## config.mk

```make
export PLATFORM = sky130hd
export DESIGN_NAME = rs_232_in
export DESIGN_NICKNAME = d
export VERILOG_FILES = /design/src/rtl/rs_232_in.sv
export SDC_FILE = /design/constraint.sdc
export NUM_CORES = 1
export LEC_CHECK = 0
export ABC_AREA = 1
export BUFFER_PORTS_ARGS = -buffer_cell sky130_fd_sc_hd__buf_2
export CORE_MARGIN = 5
export CORE_UTILIZATION = 40
export CTS_CLUSTER_SIZE = 20
export DETAILED_ROUTE_END_ITERATION = 10
export PLACE_DENSITY = 0.6
export SKIP_LAST_GASP = 1
export SYNTH_ARGS = -nofsm -noshare
export SYNTH_HDL_FRONTEND = slang
export SYNTH_SLANG_ARGS = --single-unit
```

## constraint.sdc

```tcl
create_clock -name clock -period 2.5 [get_ports clock]
set_input_delay 0.5 -clock clock [delete_from_list [all_inputs] [get_ports clock]]
set_output_delay 0.5 -clock clock [all_outputs]
set_load 0.005 [all_outputs]
```

## src/rtl/rs_232_in.sv

```systemverilog
// rs_232_in: 8N1 serial receiver, oversampled mid-bit sampling,
// one-byte holding register with ready/read handshake.
//
// Ports:
//   clock         : oversampling clock, OVERSAMPLE x bit rate
//   reset_n       : asynchronous active-low reset
//   enable        : receiver enable; low aborts a frame in progress
//   rxd           : serial line, idle high, asynchronous
//   read          : one-cycle strobe, consumes the held byte
//   data_out      : received byte
//   data_ready    : held byte valid and not yet read
//   framing_error : stop bit of the held byte was sampled low
//   overrun_error : a complete byte was dropped while data_ready was set
module rs_232_in #(
   parameter int OVERSAMPLE = 16
) (
   input  logic       clock,
   input  logic       reset_n,
   input  logic       enable,
   input  logic       rxd,
   input  logic       read,
   output logic [7:0] data_out,
   output logic       data_ready,
   output logic       framing_error,
   output logic       overrun_error
);

   localparam int CW = $clog2(OVERSAMPLE);
   localparam logic [CW-1:0] HALF_M1 = CW'(OVERSAMPLE / 2 - 1);
   localparam logic [CW-1:0] FULL_M1 = CW'(OVERSAMPLE - 1);

   typedef enum logic [2:0] {
      IDLE,
      START,
      DATA,
      STOP,
      WAIT_HIGH
   } state_t;

   state_t          state_q, state_d;
   logic [CW-1:0]   cnt_q, cnt_d;
   logic [2:0]      bit_q, bit_d;
   logic [7:0]      shift_q, shift_d;
   logic            rxd_m_q, rxd_s_q;
   logic            stop_stb;

   logic [7:0]      data_q, data_d;
   logic            rdy_q, rdy_d;
   logic            fe_q, fe_d;
   logic            oe_q, oe_d;

   // Two-flop synchronizer; resets to the idle (high) line level.
   always_ff @(posedge clock or negedge reset_n) begin
      if (!reset_n) begin
         rxd_m_q <= 1'b1;
         rxd_s_q <= 1'b1;
      end else begin
         rxd_m_q <= rxd;
         rxd_s_q <= rxd_m_q;
      end
   end

   always_ff @(posedge clock or negedge reset_n) begin
      if (!reset_n) begin
         state_q <= IDLE;
         cnt_q   <= '0;
         bit_q   <= '0;
         shift_q <= '0;
      end else begin
         state_q <= state_d;
         cnt_q   <= cnt_d;
         bit_q   <= bit_d;
         shift_q <= shift_d;
      end
   end

   // Frame sequencing. cnt_q counts clocks since the last sample point,
   // so each state fires when cnt_q reaches its terminal value.
   always_comb begin
      state_d  = state_q;
      cnt_d    = cnt_q + 1'b1;
      bit_d    = bit_q;
      shift_d  = shift_q;
      stop_stb = 1'b0;
      case (state_q)
         IDLE: begin
            cnt_d = '0;
            bit_d = '0;
            if (!rxd_s_q) state_d = START;
         end
         START: begin
            if (cnt_q == HALF_M1) begin
               cnt_d   = '0;
               // High at mid-bit: the falling edge was a glitch.
               state_d = rxd_s_q ? IDLE : DATA;
            end
         end
         DATA: begin
            if (cnt_q == FULL_M1) begin
               cnt_d   = '0;
               // LSB arrives first, so shift in from the top.
               shift_d = {rxd_s_q, shift_q[7:1]};
               bit_d   = bit_q + 3'd1;
               if (bit_q == 3'd7) state_d = STOP;
            end
         end
         STOP: begin
            if (cnt_q == FULL_M1) begin
               cnt_d    = '0;
               stop_stb = 1'b1;
               state_d  = rxd_s_q ? IDLE : WAIT_HIGH;
            end
         end
         WAIT_HIGH: begin
            // Break or bad stop bit: no new start until the line rises.
            cnt_d = '0;
            if (rxd_s_q) state_d = IDLE;
         end
         default: begin
            state_d = IDLE;
            cnt_d   = '0;
         end
      endcase
      if (!enable) begin
         state_d = IDLE;
         cnt_d   = '0;
         bit_d   = '0;
      end
   end

   // Holding register and flags. A load on the same edge as a read
   // takes priority over the read's clear.
   always_comb begin
      data_d = data_q;
      rdy_d  = rdy_q;
      fe_d   = fe_q;
      oe_d   = oe_q;
      if (read && rdy_q) begin
         rdy_d = 1'b0;
         fe_d  = 1'b0;
         oe_d  = 1'b0;
      end
      if (stop_stb) begin
         if (!rdy_q || read) begin
            data_d = shift_q;
            rdy_d  = 1'b1;
            fe_d   = ~rxd_s_q;
            oe_d   = 1'b0;
         end else begin
            oe_d = 1'b1;
         end
      end
   end

   always_ff @(posedge clock or negedge reset_n) begin
      if (!reset_n) begin
         data_q <= '0;
         rdy_q  <= 1'b0;
         fe_q   <= 1'b0;
         oe_q   <= 1'b0;
      end else begin
         data_q <= data_d;
         rdy_q  <= rdy_d;
         fe_q   <= fe_d;
         oe_q   <= oe_d;
      end
   end

   assign data_out      = data_q;
   assign data_ready    = rdy_q;
   assign framing_error = fe_q;
   assign overrun_error = oe_q;

endmodule

```

==> impl_metrics.ini, run 1 <==
[worst_setup_path]
r2r_end = bit_q[2]$_DFFE_PN0P_
cp.required_ps = 2760
crit_path_start_kind = register
crit_type = reg2reg
worstPathArrival_ps = 1700
crit-reg2reg-launch = cnt_q[0]$_DFF_PN0_
cp-end-kind = register
worst-path-buf-inv = 1
rrSetupSlack_ps = 1060
cp_top_family = flip-flops
slowest_stage = dfrtp_1
critPathMaxStageDelay_ps = 410
r2r_cells = 6
path_cells = ha_1 > nand3_4 > inv_1 > o22ai_1 > nand2_1 > o21ai_1
critical_path.max_fanout = 4

[drt]
drc = 0
drt_wl_total_mm = 2.54
via_per_inst = 4.74
first_pass_iters = 4
detail-route-antenna-nets = 0
drtIter0Drc = 41
wl_per_cell_um = 11.2
vias = 1075

[floorplan]
core_area_sq_mm = 0.00342
dieArea_sq_mm = 0.00492
die_x_um = 70.1
io_pins = 16
num_rows = 21
fp.dieH_um = 70.1
start_util = 0.423

[pwr]
intPower_uw = 811
clkPwrFrac = 0.369
p_switching_uw = 310
total_leakage_power_nw = 0.824
power_density_mw_per_mm2 = 685
pwr-share-seq = 0.490
swShare = 0.277
max-vdd-ir-drop_mv = 0.420
combPwrFrac = 0.141

[clocking]
cts_tree = done
cts_max_level = 2
cts_buffers = 5
cts-root-buf = clkbuf_4
clk_pin_slew_worst_paths_ps = 110
post_cts.repair.setup_buffers = 0
cts_resized = 0
cts.path.max_buffers = 2
cts-hold-fix-buffers = 0
cts.sinks = 31
clk_latency_ps = 340

[grt]
grt_pass1_wl_mm = 4.76
antenna_found_initial = 0
gr-usage-all-layers = 0.122
grt_overflow = 0
grt_max_degree = 32
grt_pass1_vias = 1048

[yosys]
yosysUniqueCellTypes = 24
syn_inst = 161
synth_nets = 169
avgSynthCellArea_sq_um = 8.98
seq_area_frac_synth = 0.538
yosysWarnings = 0
ys_ff_latch = 31
synth_area_sq_mm = 0.00145

[placement]
dpl.hpwl_mm = 1.83
placed_cells = 219
numPortBuffers = 15
routabilityCongestion = 0.884

[sta]
tightest_slew_ps = 663
relSlewSlack = 0.558
rsz0062_at_grt = false
finalSetupViolCount = 0
fin_crit_sh = 0.575
tns_ps = 0
drv_slew = 0
finalHoldViolCount = 0
fmax_mhz = 695
fin_skew_ps = 21.7
layout_min_cycle_time_ps = 1440

[final_layout]
final_cells = 227
final_nets = 188
antennaDiodeCount = 0
drive_above_1_share = 0.232
area_growth_pct = 13.2

[run]
cap_violations = 0

[hold_path]
hold_path_class = in2async

[run_status]
outcome = finished, final reports clean
[power groups by stage]
| stage | combinational, mW | sequential, mW | clock [mW] |
|---|---|---|---|
| global placement | 0.157 | 0.559 | 0 |
| floorplan | 0.122 | 0.554 | 0 |
| global route | 0.188 | 0.555 | 0.448 |
| CTS | 0.160 | 0.550 | 0.425 |
| detailed placement | 0.159 | 0.560 | 0 |
| finish | 0.158 | 0.550 | 0.414 |
[worst reg2reg max path: stages, from the launching register on]
cell and delay, ps:
dfrtp_1 410, ha_1 260, nand3_4 120, inv_1 90, o22ai_1 290, nand2_1 80
o21ai_1 100
[state kept, by name (all words and copies together) (netlist names)]
name / count
state_q: 3
data_out: 8
framing_error: 1
overrun_error: 1
data_ready: 1
rxd_m_q: 1
shift_q: 8
rxd_s_q: 1
cnt_q: 4
bit_q: 3
[synth_stat cells (all sizes together)]
cell type	count	area (sq um)
nand2	44	175
dfrtp	29	726
inv	23	86.3
o21ai	22	144
nor2	17	81.3
nand3	11	72.6
ha	3	37.5
nor3	3	15.0
buf	2	22.5
dfstp	2	52.6
clkbuf	1	5.00
nand4	1	6.26
nor3b	1	7.51
o22ai	1	6.26
xor2	1	8.76
[final cells by class]
type	instances	area (sq um)
tap	46	57.6
sequential	31	778
multi-input combinational	104	554
clock buffer	6	51.3
clock inverter	2	35.0
timing repair buffer	15	75.1
fill	337	1780
inverter	23	86.3
[cell families (layout without fill, tap and decap cells)]
group / after synthesis / count (layout) / synth area share
AOI/OAI and AO/OA: 23 / 23 / 0.104
xor gates and xnor gates: 1 / 1 / 0.00606
adders and majority gates: 3 / 3 / 0.0260
buffers and inverters: 26 / 46 / 0.0787
DFF: 31 / 31 / 0.538
and+or+nand+nor: 77 / 77 / 0.247
[stage by stage]
stage / worst slack [ps] / hold WS, ps / power [mW] / instance area [sq um] / util
finish: 1060 / 173 / 1.12 / 1640 / 0.479
global route: 911 / 240 / 1.19 / 1640 / 0.479
CTS: 1080 / 212 / 1.14 / 1640 / 0.479
detailed placement: 1110 / 348 / 0.719 / 1550 / 0.454
global placement: 1160 / 346 / 0.716 / 1550 / 0.454
floorplan: 1210 / 204 / 0.676 / 1450 / -
[cells in the final DEF (no fill, tap or decap), drive strengths merged, types with 3 or more instances in the layout]
master and instances:
nand3 11, o21ai 22, nor2 17, clkbuf 6, nand2 44, inv 23
buf 15, ha 3, dfrtp 29, nor3 3
[metal layers]
metal / vias to the layer above / wire [um] / global-route usage
met4: 0 / 74 / 0.0766
met1: 507 / 1200 / 0.153
met2: 12 / 1190 / 0.188
met3: 7 / 74 / 0.0316
li1: 549 / - / -
met5: - / 0 / 0
[worst max-delay path by stage]
stage | startpoint | slack [ps] | to | cells after the start
global placement | cnt_q[0]$_DFF_PN0_ | 1160 | framing_error$_DFF_PN0_ | 6
detailed placement | cnt_q[0]$_DFF_PN0_ | 1110 | bit_q[2]$_DFFE_PN0P_ | 6
global route | cnt_q[0]$_DFF_PN0_ | 910 | bit_q[0]$_DFFE_PN0P_ | 6
floorplan | cnt_q[0]$_DFF_PN0_ | 1210 | overrun_error$_DFFE_PN0P_ | 7
finish | cnt_q[0]$_DFF_PN0_ | 1060 | bit_q[2]$_DFFE_PN0P_ | 6
CTS | cnt_q[0]$_DFF_PN0_ | 1080 | bit_q[2]$_DFFE_PN0P_ | 6
Power figures use the tool's default switching activity.
==> run 2, diff against run 1 <==
clock period = 1.47 ns   (was 2.5 ns; I/O delays follow)
==> run 2 against run 1 <==
Register-to-register slack lost 920 ps. Sequential power grew 71%. Sequential share of layout area shrank 0.75 points. Global-route usage grew 0.38 points. Combinational power grew 80%. Hold slack lost 110 ps. Largest cell class unchanged. Clock power grew 50%. Sequential cell count is the same. Critical endpoint is now framing_error$_DFF_PN0_. Core utilization grew 0.77 points. Largest power group unchanged. Wire length grew 2.6%.
==> impl_metrics.ini, run 2 (same netlist as run 1, synthesis figures left out) <==
[run_status]
outcome = finished, final reports clean

[hold_path]
hold_end = rxd_m_q$_DFF_PN1_
min_path_cells = 1
hold_path_class = in2reg
min_from = rxd

[pwr]
p_switching_uw = 508
finalPower_mw = 1.84
pwr-share-seq = 0.510
swShare = 0.276
max-vdd-ir-drop_mv = 0.496
combPwrFrac = 0.154
power_density_mw_per_mm2 = 1110
clkPwrFrac = 0.336
intPower_mw = 1.34
total_leakage_power_nw = 0.828

[clocking]
post_cts.repair.setup_buffers = 0
clk_pin_slew_worst_paths_ps = 90
cts_max_level = 2
cts-root-buf = clkbuf_4
clk_latency_ps = 330
cts.sinks = 31
cts_tree = done
cts_buffers = 5
cts.path.max_buffers = 2

[floorplan]
start_util = 0.423
io_pins = 16
num_rows = 21
core_area_sq_mm = 0.00342
dieArea_sq_mm = 0.00492
die_x_um = 70.1
fp.dieH_um = 70.1

[final_layout]
final_nets = 190
fin_util = 0.487
area_growth_pct = 15.1
drive_above_1_share = 0.231
final_cell_mix = nand2_1 (42), dfrtp_1 (29), inv_1 (22)
antennaDiodeCount = 0
final_common_cell = nand2_1

[sta]
rsz0062_at_grt = false
finalSetupViolCount = 0
fin_crit_sh = 0.903
layout_min_cycle_time_ps = 1330
fin_skew_ps = 13.0
relSlewSlack = 0.783
tightest_slew_ps = 322
tns_ps = 0
drv_slew = 0
fmax_mhz = 753
setup_ws_ps = 142
hold-worst-slack_ps = 64.1
finalHoldViolCount = 0

[grt]
antenna_found_initial = 0
gr-usage-all-layers = 0.126
grt_overflow = 0
grt_pass1_wl_mm = 4.88
grt_pass1_vias = 1117
grt_max_degree = 32

[worst_setup_path]
crit_type = reg2reg
worstPathArrival_ps = 1540
cp_top_family = simple AND/OR/NAND/NOR gates
crit_path_start_kind = register
cp-end-kind = register
cp.required_ps = 1690
r2r_cells = 6
slowest_stage = dfrtp_1
path_cells = ha_2 > nand3_4 > nor2_4 > nand2_8 > nand3_1 > o21ai_2
crit-reg2reg-launch = cnt_q[0]$_DFF_PN0_
rrSetupSlack_ps = 140
r2r_end = framing_error$_DFF_PN0_
worst-path-buf-inv = 0
critPathMaxStageDelay_ps = 380
critical_path.max_fanout = 19

[placement]
numPortBuffers = 15
routabilityCongestion = 0.870
preCtsSetupSlack_ps = 74.4
dpl.hpwl_mm = 1.85

[drt]
drc = 0
vias = 1108
drtIter0Drc = 41
drt_wl_total_mm = 2.60
first_pass_iters = 4
wl_per_cell_um = 11.4
detail-route-antenna-nets = 0
via_per_inst = 4.86

[run]
cap_violations = 0
[run 2: worst max path at each step]
stage	from	endpoint	slack [ps]	cells past startpoint
floorplan	cnt_q[0]$_DFF_PN0_	overrun_error$_DFFE_PN0P_	180	7
global placement	cnt_q[0]$_DFF_PN0_	framing_error$_DFF_PN0_	130	6
detailed placement	cnt_q[0]$_DFF_PN0_	framing_error$_DFF_PN0_	70	6
CTS	cnt_q[0]$_DFF_PN0_	framing_error$_DFF_PN0_	70	6
global route	state_q[0]$_DFFE_PN0P_	shift_q[1]$_DFFE_PN0P_	0.2	5
finish	cnt_q[0]$_DFF_PN0_	framing_error$_DFF_PN0_	140	6
[run 2: layer usage]
layer | vias up | track usage | routed length (um)
met5 | - | 0 | 0
met4 | 0 | 0.0511 | 46
met3 | 5 | 0.0488 | 106
met2 | 19 | 0.216 | 1360
met1 | 536 | 0.140 | 1090
li1 | 548 | - | -
[run 2: cell type report]
type | count | area, sq um
Fill cell | 345 | 1750
Sequential cell | 31 | 778
Timing Repair Buffer | 17 | 105
Clock buffer | 6 | 41.3
Clock inverter | 1 | 30.0
Inverter | 23 | 86.3
Multi-Input combinational cell | 104 | 566
Tap cell | 46 | 57.6
[run 2: power by group through the flow]
stage	clock, mW	sequential, mW	combinational (mW)
floorplan	0	0.942	0.207
global placement	0	0.952	0.273
detailed placement	0	0.956	0.278
CTS	0.651	0.939	0.287
global route	0.704	0.947	0.334
finish	0.621	0.940	0.284
[run 2: repair_timing]
| item | CTS | global route |
|---|---|---|
| endpoints found under the setup margin | 0 | 13 |
| resized for setup | 0 | 2 |
| hold buffers | 1 | 0 |
| hold endpoints to repair | 29 | 0 |
[run 2: worst reg2reg max path, cell delays in order (launching register included)]
cell and delay (ps):
dfrtp_1 380, ha_2 240, nand3_4 120, nor2_4 190, nand2_8 140, nand3_1 110
o21ai_2 50
[run 2: stage by stage]
step / cell area [sq um] / cells
after floorplan: 1450 / 161
after detailed placement: 1570 / 220
after CTS: 1650 / 228
after global placement: 1570 / 220
after global routing: 1660 / 228
final: 1660 / 228
==> run 3, diff against run 2 <==
RECOVER_POWER = 25   (was unset)
==> run 3 against run 2 <==
Hold slack about the same. Fmax about the same. Sequential share of layout area up 0.43 points. Clock skew unchanged. First-iteration DRC count unchanged. Die area unchanged. Critical path type unchanged. Highest routed layer unchanged.
==> impl_metrics.ini, run 3 (same netlist as run 1, synthesis figures left out) <==
[worst_setup_path]
r2r_cells = 6
cp.required_ps = 1690
cp_top_family = simple AND/OR/NAND/NOR gates
worst-path-buf-inv = 0
crit-reg2reg-launch = cnt_q[0]$_DFF_PN0_
slowest_stage = dfrtp_1
path_cells = ha_2 > nand3_4 > nor2_4 > nand2_8 > nand3_1 > o21ai_2
critPathMaxStageDelay_ps = 380
worstPathArrival_ps = 1540
rrSetupSlack_ps = 140
crit_type = reg2reg
critical_path.max_fanout = 19
crit_path_start_kind = register
cp-end-kind = register
worstSetupPathDepth = 6
r2r_end = framing_error$_DFF_PN0_

[grt]
gr-usage-all-layers = 0.126
grt_max_degree = 32
antenna_found_initial = 0
grt_overflow = 0
grt_pass1_wl_mm = 4.88
grt_pass1_vias = 1117

[sta]
drv_slew = 0
rsz0062_at_grt = false
fmax_mhz = 753
relSlewSlack = 0.508
finalHoldViolCount = 0
fin_crit_sh = 0.903
fin_skew_ps = 13.0
layout_min_cycle_time_ps = 1330
tightest_slew_ps = 738
hold-worst-slack_ps = 64.1
finalSetupViolCount = 0
tns_ps = 0

[clocking]
cts_buffers = 5
cts_max_level = 2
cts.sinks = 31
clk_latency_ps = 330
clk_pin_slew_worst_paths_ps = 90
cts_tree = done
post_cts.repair.setup_buffers = 0
cts-root-buf = clkbuf_4
cts.path.max_buffers = 2

[hold_path]
min_path_cells = 1
min_from = rxd
hold_end = rxd_m_q$_DFF_PN1_
hold_path_class = in2reg

[run]
cap_violations = 0

[drt]
drt_wl_total_mm = 2.60
first_pass_iters = 4
via_per_inst = 4.86
drc = 0
vias = 1107
drtIter0Drc = 41
wl_per_cell_um = 11.4
detail-route-antenna-nets = 0

[final_layout]
final_nets = 190
area_growth_pct = 14.0
final_common_cell = nand2_1
fillers = 347
drive_above_1_share = 0.231
fin_util = 0.483
final_cell_mix = nand2_1 (42), dfrtp_1 (29), inv_1 (22)
stdcell_area_sq_mm = 0.00165
antennaDiodeCount = 0

[pwr]
finalPower_mw = 1.84
max-vdd-ir-drop_mv = 0.496
total_leakage_power_nw = 0.823
power_density_mw_per_mm2 = 1120

[placement]
routabilityCongestion = 0.870
placed_area_sq_mm = 0.00157
dpl.hpwl_mm = 1.85
numPortBuffers = 15

[floorplan]
dieArea_sq_mm = 0.00492
start_util = 0.423
fp.dieH_um = 70.1
io_pins = 16
die_x_um = 70.1
num_rows = 21
core_area_sq_mm = 0.00342

[run_status]
outcome = finished, final reports clean
run 3: cell count changes in the layout (fill, tap and decap cells not counted), sizes merged:
cell / previous run / this run
buf: 16 / 15
clkbuf: 6 / 7
run 3: final cells by class:
cell class | instances | area, sq um | area share
multi-input cells | 104 | 566 | 0.343
well taps | 46 | 57.6 | 0.0349
clock inverters | 1 | 30.0 | 0.0182
clock buffers | 6 | 41.3 | 0.0250
inverters | 23 | 86.3 | 0.0524
flip-flops and latches | 31 | 778 | 0.472
repair buffers | 17 | 90.1 | 0.0546
run 3: worst max-delay path by stage:
stage                           startpoint                         to  slack, ps
floorplan               cnt_q[0]$_DFF_PN0_  overrun_error$_DFFE_PN0P_        180
global route        state_q[0]$_DFFE_PN0P_     shift_q[1]$_DFFE_PN0P_        0.2
global placement        cnt_q[0]$_DFF_PN0_    framing_error$_DFF_PN0_        130
CTS                     cnt_q[0]$_DFF_PN0_    framing_error$_DFF_PN0_         70
finish                  cnt_q[0]$_DFF_PN0_    framing_error$_DFF_PN0_        140
detailed placement      cnt_q[0]$_DFF_PN0_    framing_error$_DFF_PN0_         70
run 3: worst register-to-register path, cell delays in order (launching register included):
cell	delay (ps)
dfrtp_1	380
ha_2	240
nand3_4	120
nor2_4	190
nand2_8	140
nand3_1	110
o21ai_2	50
run 3: through the flow:
stage	instances	setup WS, ps
floorplan	161	185
finish	228	143
CTS	228	68.8
detailed placement	220	74.4
global placement	220	133
global route	228	0.235
run 3: where the power goes:
group | total (mW) | internal [mW] | switching [mW]
logic | 0.278 | 0.0929 | 0.185
registers | 0.940 | 0.889 | 0.0518
clock network | 0.621 | 0.350 | 0.270
run 3: metal layers:
layer | vias to the layer above | global-route usage | part of all wire
met1 | 535 | 0.140 | 0.42
met3 | 5 | 0.0488 | 0.041
met4 | 0 | 0.0511 | 0.018
met2 | 19 | 0.216 | 0.52
met5 | - | 0 | 0
li1 | 548 | - | -
run 3: repair_timing:
action / in CTS / in global routing
hold endpoints to repair: 29 / 0
hold buffers: 1 / 0
resized for setup: 0 / 2
setup endpoints to repair: 0 / 13
